==> src/rtl/fp16_divider.sv <==
// Iterative IEEE-754 binary16 divider: restoring division, round-to-nearest-even, no subnormals.
// Latency: fixed, out_valid rises 15 clock edges after the accepting edge (1 setup + 13 DIV + 1 ROUND).
// Backpressure: in_ready only in IDLE; result holds in DONE until out_ready, then returns to IDLE.
//
// Ports:
//   CLK, RESETn           clock, asynchronous active-low reset
//   A, B, in_valid        dividend/divisor binary16 and their qualifier; in_ready = idle
//   out, dz, out_valid    quotient, divide-by-zero flag and their qualifier; out_ready = consumer accept
module fp16_divider (
    input  logic        CLK,
    input  logic        RESETn,
    input  logic [15:0] A,
    input  logic [15:0] B,
    input  logic        in_valid,
    output logic        in_ready,
    output logic [15:0] out,
    output logic        dz,
    output logic        out_valid,
    input  logic        out_ready
);

    typedef enum logic [1:0] {IDLE, DIV, ROUND, DONE} state_t;

    state_t             state_q, state_d;
    logic [15:0]        a_q, b_q;
    logic [3:0]         cnt_q;
    logic [11:0]        rem_q;
    logic [12:0]        quo_q;
    logic signed [6:0]  exp_q;
    logic [15:0]        out_q;
    logic               dz_q;

    // Operand fields of the captured pair
    logic [4:0]  ea, eb;
    logic [10:0] ma, mb;
    logic        a_zero, b_zero, a_inf, b_inf, a_nan, b_nan;

    assign ea     = a_q[14:10];
    assign eb     = b_q[14:10];
    assign ma     = {1'b1, a_q[9:0]};
    assign mb     = {1'b1, b_q[9:0]};
    // Exponent 0 means zero: subnormal fraction bits are deliberately ignored
    assign a_zero = (ea == 5'd0);
    assign b_zero = (eb == 5'd0);
    assign a_inf  = (ea == 5'd31) && (a_q[9:0] == 10'd0);
    assign b_inf  = (eb == 5'd31) && (b_q[9:0] == 10'd0);
    assign a_nan  = (ea == 5'd31) && (a_q[9:0] != 10'd0);
    assign b_nan  = (eb == 5'd31) && (b_q[9:0] != 10'd0);

    // One restoring-division step
    logic        step_ge;
    logic [11:0] rem_sub;
    assign step_ge = (rem_q >= {1'b0, mb});
    assign rem_sub = step_ge ? (rem_q - {1'b0, mb}) : rem_q;

    // Normalise, round and pack
    logic [9:0]        frac_t;
    logic              guard, sticky, inc;
    logic signed [6:0] e_n, e_r;
    logic [10:0]       fsum;
    logic [14:0]       mag;
    logic [15:0]       res;
    logic              res_dz;

    always_comb begin
        frac_t = quo_q[10:1];
        guard  = quo_q[0];
        sticky = (rem_q != 12'd0);
        e_n    = exp_q - 7'sd1;
        if (quo_q[12]) begin
            frac_t = quo_q[11:2];
            guard  = quo_q[1];
            sticky = quo_q[0] | (rem_q != 12'd0);
            e_n    = exp_q;
        end
        inc  = guard & (sticky | frac_t[0]);
        // A carry out of the fraction leaves fsum[9:0] at zero, which is the wanted fraction
        fsum = {1'b0, frac_t} + {10'd0, inc};
        e_r  = fsum[10] ? (e_n + 7'sd1) : e_n;

        if (e_r >= 7'sd31) begin
            mag = 15'h7C00;
        end else if (e_r <= 7'sd0) begin
            mag = 15'h0000;
        end else begin
            mag = {e_r[4:0], fsum[9:0]};
        end

        if (a_nan || b_nan || (a_zero && b_zero) || (a_inf && b_inf)) begin
            mag = 15'h7C01;
        end else if (a_inf || b_zero) begin
            mag = 15'h7C00;
        end else if (a_zero || b_inf) begin
            mag = 15'h0000;
        end
        res    = {a_q[15] ^ b_q[15], mag};
        res_dz = b_zero && !a_zero && !a_inf && !a_nan;
    end

    // State register
    always_ff @(posedge CLK or negedge RESETn) begin
        if (!RESETn) begin
            state_q <= IDLE;
        end else begin
            state_q <= state_d;
        end
    end

    // Next-state logic
    always_comb begin
        state_d = state_q;
        case (state_q)
            IDLE:    if (in_valid) state_d = DIV;
            DIV:     if (cnt_q == 4'd13) state_d = ROUND;
            ROUND:   state_d = DONE;
            DONE:    if (out_ready) state_d = IDLE;
            default: state_d = IDLE;
        endcase
    end

    // Datapath: DIV count 0 unpacks the operands, counts 1..13 each produce one quotient bit
    always_ff @(posedge CLK or negedge RESETn) begin
        if (!RESETn) begin
            a_q   <= 16'h0000;
            b_q   <= 16'h0000;
            cnt_q <= 4'd0;
            rem_q <= 12'd0;
            quo_q <= 13'd0;
            exp_q <= 7'sd0;
            out_q <= 16'h0000;
            dz_q  <= 1'b0;
        end else begin
            case (state_q)
                IDLE: begin
                    if (in_valid) begin
                        a_q   <= A;
                        b_q   <= B;
                        cnt_q <= 4'd0;
                    end
                end
                DIV: begin
                    if (cnt_q == 4'd0) begin
                        rem_q <= {1'b0, ma};
                        quo_q <= 13'd0;
                        exp_q <= 7'(ea) - 7'(eb) + 7'sd15;
                    end else begin
                        rem_q <= rem_sub << 1;
                        quo_q <= {quo_q[11:0], step_ge};
                    end
                    cnt_q <= (cnt_q == 4'd13) ? 4'd0 : cnt_q + 4'd1;
                end
                ROUND: begin
                    out_q <= res;
                    dz_q  <= res_dz;
                end
                default: ;
            endcase
        end
    end

    assign in_ready  = (state_q == IDLE);
    assign out_valid = (state_q == DONE);
    assign out       = out_q;
    assign dz        = dz_q;

endmodule
==> config.mk <==
export PLATFORM = sky130hd
export DESIGN_NAME = fp16_divider
export DESIGN_NICKNAME = d
export VERILOG_FILES = /design/src/rtl/fp16_divider.sv
export SDC_FILE = /design/constraint.sdc
export NUM_CORES = 1
export LEC_CHECK = 0
export CORE_UTILIZATION = 58
export DETAILED_ROUTE_END_ITERATION = 16
export GPL_TIMING_DRIVEN = 0
export PLACE_DENSITY_LB_ADDON = 0.2
export RECOVER_POWER = 50
export SETUP_SLACK_MARGIN = 0.1
export SLEW_MARGIN = 10
export SYNTH_ARGS = -nofsm -noshare
export SYNTH_HDL_FRONTEND = slang
export SYNTH_SLANG_ARGS = --single-unit
==> constraint.sdc <==
create_clock -name CLK -period 4.3 [get_ports CLK]
set_clock_uncertainty 0.15 [all_clocks]
set_input_delay 0.43 -clock CLK [delete_from_list [all_inputs] [get_ports CLK]]
set_output_delay 0.43 -clock CLK [all_outputs]
set_load 0.01 [all_outputs]
==> results of run 1 <==
-- registers in the layout, summed over array words and instances, names as in the netlist --
signal and count:
quo_q 13, cnt_q 4, b_q 16, a_q 16, state_q 2, rem_q 12, out 16, dz 1
exp_q 7
-- worst max-delay path: cells and delay by family (launching register included) --
| kind | cells | cell delay, ns |
|---|---|---|
| buffers and inverters | 6 | 1.19 |
| DFF | 1 | 0.39 |
| adders and majority gates | 1 | 0.23 |
| muxes | 2 | 0.55 |
| and+or+nand+nor | 4 | 0.76 |
| AOI/OAI and AO/OA | 4 | 0.64 |
-- how the worst max path moves through the flow --
stage | start | endpoint | depth (start not counted)
CTS | quo_q[12] | out[9] | 15
floorplan | quo_q[12] | out[9] | 15
detailed placement | quo_q[12] | out[9] | 15
global route | quo_q[12] | out[9] | 17
finish | quo_q[12] | out[9] | 17
global placement | RESETn | cnt_q[0] | 1
-- through the flow --
| step | area, µm² | hold WS (ns) | setup WS [ns] | power, mW | cells |
|---|---|---|---|---|---|
| floorplan | 5320 | -0.0156 | 0.724 | 3.42 | 538 |
| global placement | 6000 | 0.346 | -0.446 | 4.00 | 700 |
| detailed placement | 6020 | 0.228 | 0.0369 | 4.10 | 701 |
| CTS | 6230 | 0.370 | 0.165 | 4.71 | 718 |
| global route | 6230 | 0.394 | 0.0883 | 5.09 | 720 |
| finish | 6230 | 0.367 | 0.300 | 4.72 | 720 |
-- routing by layer --
layer | up-vias | share of wire [%]
li1 | 2053 | -
met1 | 2060 | 44
met2 | 79 | 52
met3 | 14 | 3.3
met4 | 0 | 1.5
met5 | - | 0
-- timing repair --
action / in CTS / in global routing
pin swaps: 0 / 1
hold buffers: 1 / 0
setup buffers: 0 / 2
endpoints found under the hold margin: 27 / 0
gates resized for setup: 1 / 2
setup endpoints to repair: 10 / 11
-- area by class of cell --
cell class | instances | share of cell area [%]
plain buffers | 20 | 1.83
clock buffers | 12 | 2.33
clock inverters | 4 | 0.864
inverters | 57 | 3.43
multi-input cells | 374 | 45.4
flip-flops and latches | 87 | 34.9
well taps | 108 | 2.17
repair buffers | 58 | 9.06
-- where the power goes --
group	leakage, nW	switching, mW	internal, mW
clock	0.0932	0.309	0.288
combinational	1.48	1.46	1.25
sequential	1.08	0.285	1.13
-- kinds of logic after synthesis --
family	Yosys count	synth area share [%]
buffers and inverters	77	6.09
AO/OA/AOI/OAI	128	16.1
XOR/XNOR	34	5.59
multiplexers	55	11.3
flip-flops	87	40.9
adder cells (fa/ha/maj)	28	6.86
AND/OR/NAND/NOR	129	13.3
-- synth_stat cells (2+ instances only) --
cell and instances:
dfrtp_1 87, a311oi_1 2, ha_1 26, nand3_1 15
a21boi_0 3, and3_1 5, xor2_1 17, a21oi_1 28
nor2b_1 10, mux2_2 36, fa_1 2, or3_1 2
clkbuf_1 9, nand2b_4 2, inv_1 56, nand2_1 27
mux2i_1 18, and2_1 3, o211ai_1 4, a21o_1 7
nor4_1 11, a31oi_1 2, nand4_1 2, nand2b_1 3
xnor2_1 17, o22ai_1 21, o21ai_0 33, nor3b_1 2
o221ai_1 2, o31ai_1 3, buf_6 4, buf_1 5
a32o_1 2, nor2_1 26, a211oi_1 3, nor3_1 9
o21a_1 3
==> results_dict.tcl, run 1 <==
set metrics [dict create \
    portBuffers 54 \
    grt_pass1_vias 4308 \
    drc 6 \
    register_area_um2 2180 \
    dp_hpwl_um 8830 \
    die_w_um 97.8 \
    max_slew_margin_pct 2.81 \
    crit_chain "buf_6 -> buf_2 -> clkbuf_4 -> nand2_1 -> a21oi_1 -> ha_1 -> nand3_1 -> nor4_4 -> buf_4 -> o2111ai_2 -> mux2i_2 -> mux2i_2 -> buf_4 -> o41ai_2 -> or3_1 -> buf_6 -> o32ai_4" \
    cts_tree "built" \
    holdPathStages 1 \
    drv_cap 0 \
    syn_area_um2 5320 \
    synth_seq_area_share_pct 40.9 \
    multi_input_area_um2 2830 \
    wirelength_um 11900 \
    violations "design-rule violations" \
    grt_pass1_wl_um 20200 \
    cp_slowest_cell "dfrtp_1" \
    worst_pin_slew_ns 1.46 \
    grt-busiest-layer "met2" \
    r2r_cells 17 \
    dieArea_um2 9570 \
    ys.flop_type "dfrtp_1" \
    antenna_found_initial 0 \
    yosys.area.top_type_share_pct 40.9 \
    final-setup-viol-count 0 \
    clock_latency_ns 0.36 \
    yosys.cell_types.count 68 \
    rrSetupSlack_ns 0.30 \
    synth-seq-cells 87 \
    synth_edf_count 0 \
    rsz0062_at_grt "false" \
    final_antenna_net_count 0 \
    final_common_cell "dfrtp_1" \
    syn_area_per_cell_um2 9.90 \
    synth.net_count 602 \
    wl_per_cell_um 16.5 \
    final_hold_viol_count 0 \
    vdd_drop_max_uv 413 \
    grt-ovfl-total 0 \
    max_freq_ghz 0.250 \
    worstSetupPathType "flip-flop to flip-flop" \
    ys_async_sr_fraction_pct 100 \
    period_share_pct 93.0 \
    powerDensity_nw_per_um2 757 \
    drt-initial-drc-count 162 \
    whs_endpoint "b_q[8]" \
    crit_path_start_kind "flip-flop" \
    path_max_fanout 10 \
    arrival_ns 4.12 \
    ioPinCount 55 \
    initial_utilization_pct 60.5 \
    dr.pass1.iters 11 \
    final_core_util_pct 70.7 \
    clkSinkCount 87 \
    yosysTopAreaCell "dfrtp_1" \
    antenna_cells 0 \
    area_growth_pct 17.0 \
    gp_congestion 0.896 \
    rr_endpoint "out[9]" \
    rows 34 \
    htreeDepth 3 \
    layout_common_cells "dfrtp_1 (87), inv_1 (56), clkdlybuf4s50_1 (48)" \
    yosys_warnings 0 \
    core_area_um2 8810 \
    reg2reg_from "quo_q[12]" \
    period_minus_slack_ns 4.00 \
    cts_buffers 9 \
    vias 4206 \
    num-nets-final 671 \
    synth_area_leaders "dfrtp_1 (41%), mux2_2 (7.6%), ha_1 (6.1%), inv_1 (3.9%), mux2i_1 (3.4%)" \
    drive_gt1_share_pct 13.1 \
    cts_buffer_depth 2 \
    syn_inst 538 \
    grt_max_degree 61 \
    cp-end-kind "flip-flop" \
    clk_pin_slew_ns 0.09 \
    clock-root-buffer "clkbuf_8" \
    status "finished with violations" \
    hp-start "b_q[8]" \
    avgViaCountPerCell 5.84 \
    tns_ns 0 \
    hold_path_class "flip-flop to flip-flop" \
    die_h_um 97.8 \
    track_usage_pct 26.5 \
    crit_required_ns 4.42 \
    met1_usage_pct 33.1 \
    fillers 698 \
    maxSlewViolCount 0 \
    power.leakage_nw 2.66 \
    grtUsageMet2_pct 47.6 \
    use_met3_pct 4.01 \
    slowest_delay_ns 0.39 \
]
Note: power is estimated with default switching activity, not from simulation.
==> run 2: changes to the inputs <==
- PLACE_DENSITY: not set -> 0.84
- PLACE_DENSITY_LB_ADDON: 0.2 -> not set
- SLEW_MARGIN: 10 -> 0
==> results_dict.tcl, run 2 (synthesis results as in run 1) <==
set metrics [dict create \
    grt_max_degree 59 \
    maxSlewViolCount 31 \
    worstSetupPathType "flip-flop to flip-flop" \
    dieArea_um2 9570 \
    area_growth_pct 17.3 \
    ioPinCount 55 \
    worst_pin_slew_ns 1.66 \
    clock-root-buffer "clkbuf_8" \
    die_h_um 97.8 \
    final_hold_viol_count 0 \
    max_slew_margin_pct -11.0 \
    period_minus_slack_ns 3.91 \
    wl_met2_um 6180 \
    powerDensity_nw_per_um2 764 \
    htreeDepth 3 \
    dpl_cell_area_um2 6020 \
    drc 10 \
    drive_gt1_share_pct 13.5 \
    clkSinkCount 87 \
    p_clk_share_pct 12.4 \
    pwr-share-seq_pct 29.9 \
    vdd_drop_max_uv 485 \
    num-nets-final 674 \
    rrSetupSlack_ns 0.39 \
    vias 4281 \
    power.leakage_nw 2.70 \
    final-setup-viol-count 0 \
    grt_pass1_vias 4430 \
    final_core_util_pct 70.9 \
    whs_ns 0.374 \
    avgViaCountPerCell 5.92 \
    path_max_fanout 10 \
    core_area_um2 8810 \
    rows 34 \
    initial_utilization_pct 60.5 \
    period_share_pct 91.0 \
    cp-end-kind "flip-flop" \
    antenna_cells 0 \
    switchingPower_mw 2.09 \
    clock_latency_ns 0.37 \
    wl_per_cell_um 16.6 \
    drv_cap 1 \
    routed-wl-met3_um 414 \
    die_w_um 97.8 \
    final_common_cell "dfrtp_1" \
    layout_common_cells "dfrtp_1 (87), inv_1 (56), clkdlybuf4s50_1 (47)" \
    status "finished with violations" \
    crit_path_start_kind "flip-flop" \
    violations "design-rule violations, max-capacitance violations, max-slew violations" \
    arrival_ns 4.04 \
    cts_buffers 9 \
    final_antenna_net_count 0 \
    cts_buffer_depth 2 \
    switching_share_pct 43.8 \
    antenna_found_initial 0 \
    dr.pass1.iters 11 \
    drt-initial-drc-count 217 \
    cts_tree "built" \
    p_int_mw 2.68 \
    track_usage_pct 27.2 \
    rsz0062_at_grt "false" \
    crit_required_ns 4.42 \
    clk_pin_slew_ns 0.09 \
    wirelength_um 12000 \
    max_freq_ghz 0.255 \
    comb_power_share_pct 57.7 \
    dp_hpwl_um 9000 \
    portBuffers 54 \
    grt_pass1_wl_um 20700 \
    drt-met1-wl_um 5160 \
    hold_path_class "flip-flop to flip-flop" \
    routed.top_layer "met4" \
    stdcell_area_um2 6250 \
    gp_congestion 0.896 \
    grt-ovfl-total 0 \
]
## run 2: changes by cell type in the layout (fill, tap and decap cells not counted)
cell,before,now
buf_4,3,6
clkinv_2,0,2
clkinv_4,0,2
clkinvlp_4,2,0
buf_2,1,2
clkbuf_1,12,11
clkbuf_4,1,0
clkdlybuf4s50_1,48,47
dlygate4sd3_1,6,7
inv_6,1,0
mux2i_1,17,18
mux2i_2,2,1
## run 2: power groups by stage
stage               combinational, mW  clock (mW)  sequential (mW)
finish                           2.75       0.590             1.43
global placement                 2.55           0             1.42
CTS                              2.72       0.595             1.42
detailed placement               2.68           0             1.43
floorplan                        2.06           0             1.36
global route                     3.06       0.628             1.47
## run 2: repair_timing
action	CTS	global route
endpoints found under the hold margin	29	0
hold buffers	1	0
resized for setup	0	2
setup buffers	0	5
setup endpoints to repair	0	11
## run 2: area by class of cell
| class | count | area (µm²) |
|---|---|---|
| Buffer | 20 | 111 |
| Clock buffer | 11 | 141 |
| Clock inverter | 5 | 57.6 |
| Fill cell | 679 | 2560 |
| Inverter | 57 | 214 |
| Multi-Input combinational cell | 374 | 2820 |
| Sequential cell | 87 | 2180 |
| Tap cell | 108 | 135 |
| Timing Repair Buffer | 61 | 587 |
## run 2: final timing paths
check                           cells past startpoint      start  endpoint
worst max-delay path                               17  quo_q[12]    out[9]
worst min-delay path                                1     b_q[6]    b_q[6]
worst max register to register                     17  quo_q[12]    out[9]
worst min register to register                      1     b_q[6]    b_q[6]
max in group asynchronous                           3     RESETn    a_q[8]
min in group asynchronous                           2     RESETn        dz
## run 2: critical path, cell delays in order (launching register included)
cell and delay, ns:
dfrtp_1 0.38, buf_6 0.16, buf_2 0.23, buf_2 0.28
nand2_1 0.09, a21oi_1 0.16, ha_1 0.22, nand3_1 0.15
nor4_4 0.38, buf_4 0.18, and2_1 0.12, buf_4 0.15
nand2_2 0.06, xor2_1 0.27, o41ai_2 0.16, or3_1 0.34
buf_6 0.16, o32ai_4 0.18
## run 2: per-stage QoR
step	TNS, ns	power [mW]	setup WS, ns	cells
finish	0	4.77	0.385	723
CTS	0	4.74	0.137	718
floorplan	0	3.42	0.724	538
global placement	-31.57	3.96	-0.369	700
global route	0	5.16	0.144	723
detailed placement	0	4.12	0.171	701
## run 2: routing by layer
metal  vias to the layer above  global-route usage [%]
li1                       2066                       -
met1                      2088                    33.4
met2                       101                    48.0
met3                        26                    4.58
met4                         0                    11.0
met5                         -                       0
==> run 3: changes to the inputs <==
--- a/config.mk
+++ b/config.mk
@@ -9,5 +9,5 @@
 export DETAILED_ROUTE_END_ITERATION = 16
 export GPL_TIMING_DRIVEN = 0
-export PLACE_DENSITY = 0.84
+export PLACE_DENSITY = 0.81
 export RECOVER_POWER = 50
 export SETUP_SLACK_MARGIN = 0.1
--- a/constraint.sdc
+++ b/constraint.sdc
@@ -3,3 +3,3 @@
 set_input_delay 0.43 -clock CLK [delete_from_list [all_inputs] [get_ports CLK]]
 set_output_delay 0.43 -clock CLK [all_outputs]
-set_load 0.01 [all_outputs]
+set_load 0.1 [all_outputs]
==> results_dict.tcl, run 3 (synthesis results as in run 1) <==
set metrics [dict create \
    core_area_um2 8810 \
    period_minus_slack_ns 3.98 \
    place_ws_ns 0.118 \
    wirelength_um 11600 \
    rows 34 \
    area_growth_pct 17.6 \
    dr.pass1.iters 10 \
    max_freq_ghz 0.251 \
    crit_path_start_kind "flip-flop" \
    layoutNonFillerInstCount 721 \
    hold_path_class "flip-flop to flip-flop" \
    reg2reg_from "quo_q[12]" \
    drc 8 \
    holdPathStages 1 \
    worst_pin_slew_ns 1.57 \
    gp_congestion 0.898 \
    crit_chain "buf_6 -> buf_2 -> clkbuf_4 -> nand2_1 -> a21oi_1 -> ha_1 -> nand3_1 -> nor4_4 -> o2111ai_2 -> mux2i_1 -> mux2i_2 -> o41ai_2 -> or3_1 -> buf_6 -> o32ai_4" \
    vias 4224 \
    path_max_fanout 10 \
    cp_slowest_cell "dfrtp_1" \
    cts_buffers 9 \
    period_share_pct 92.5 \
    vdd_drop_max_uv 428 \
    clkSinkCount 87 \
    grt_max_degree 60 \
    powerDensity_nw_per_um2 815 \
    grt-ovfl-total 0 \
    cp_common_cell "buf_6" \
    final_antenna_net_count 0 \
    cts_buffer_depth 2 \
    timing.final.ws_setup_ns 0.324 \
    die_w_um 97.8 \
    crit_required_ns 4.42 \
    place_inst 701 \
    final_hold_viol_count 0 \
    clk_pin_slew_ns 0.09 \
    initial_utilization_pct 60.5 \
    dpl_cell_area_um2 6020 \
    crit_start "quo_q[12]" \
    dp_hpwl_um 8880 \
    layout_common_cells "dfrtp_1 (87), inv_1 (56), clkdlybuf4s50_1 (53)" \
    drive_gt1_share_pct 13.4 \
    track_usage_pct 26.1 \
    switchingPower_mw 2.38 \
    final-setup-viol-count 0 \
    max_slew_margin_pct -4.68 \
    grt_pass1_vias 4153 \
    arrival_ns 4.09 \
    final_common_cell "dfrtp_1" \
    die_h_um 97.8 \
    slowest_delay_ns 0.39 \
    switching_share_pct 46.6 \
    clock_latency_ns 0.36 \
    r2r_cells 15 \
    drt-initial-drc-count 251 \
    pwr-share-seq_pct 27.8 \
    comb_power_share_pct 59.3 \
    portBuffers 54 \
    whs_ns 0.369 \
    num-nets-final 672 \
    whs_endpoint "b_q[8]" \
    violations "design-rule violations, max-capacitance violations, max-slew violations" \
    cp-end-kind "flip-flop" \
    status "finished with violations" \
    p_clk_share_pct 12.9 \
    p_int_mw 2.72 \
    rrSetupSlack_ns 0.32 \
    antenna_cells 0 \
    dieArea_um2 9570 \
    avgViaCountPerCell 5.86 \
    worstSetupPathType "flip-flop to flip-flop" \
    maxSlewViolCount 30 \
    grt_pass1_wl_um 19700 \
    hp-start "b_q[8]" \
    clock-root-buffer "clkbuf_8" \
    drv_cap 1 \
    cts_tree "built" \
    rr_endpoint "out[9]" \
    rsz0062_at_grt "false" \
    power.leakage_nw 2.69 \
    stdcell_area_um2 6260 \
    wl_per_cell_um 16.1 \
    antenna_found_initial 0 \
    ioPinCount 55 \
    htreeDepth 3 \
    p_total_mw 5.10 \
]
## run 3: layer usage
layer  part of all wire (%)  GRT usage (%)
met3                    4.1           3.87
met2                     51           45.9
met5                      0              0
met1                     43           32.7
met4                    2.1           9.67
## run 3: layout make-up
class                      instances  area (µm²)
buffer                            20         114
clock buffer                       9         124
clock inverter                     7         100
fill                             672        2550
inverter                          57         214
multi-input combinational        374        2820
sequential                        87        2180
tap                              108         135
timing repair buffer              59         572
## run 3: timing repair
action,CTS,global route
setup endpoints to repair,0,10
buffers inserted,0,3
hold endpoints to repair,28,0
resized for setup,0,3
hold buffers,1,0
## run 3: metrics by stage
stage	utilization, %	TNS (ns)
finish	71.1	0
global route	71.1	0
detailed placement	68.4	0
CTS	71.1	0
global placement	68.1	-34.62
floorplan	-	0
## run 3: worst max-delay path by stage
stage / to / slack [ns] / cells past startpoint
after global placement: cnt_q[1] / -0.40 / 1
final: out[9] / 0.32 / 15
after detailed placement: out[9] / 0.12 / 15
after CTS: out[9] / 0.11 / 15
after global routing: out[9] / 0.13 / 15
after floorplan: out[9] / 0.72 / 15
## run 3: power groups by stage
stage	Combinational (mW)	Clock, mW	Sequential, mW
after floorplan	2.13	0	1.60
after global placement	2.89	0	1.42
after detailed placement	3.01	0	1.43
after CTS	3.02	0.665	1.42
after global routing	3.32	0.703	1.46
final	3.02	0.655	1.42
## run 3: worst max-delay path: cells and delay by family (launching register included)
family | cells | cell delay [ns]
compound gates | 4 | 0.72
fa+ha+maj | 1 | 0.23
simple gates | 4 | 0.94
buf+inv | 4 | 0.80
flops | 1 | 0.39
mux | 2 | 0.66
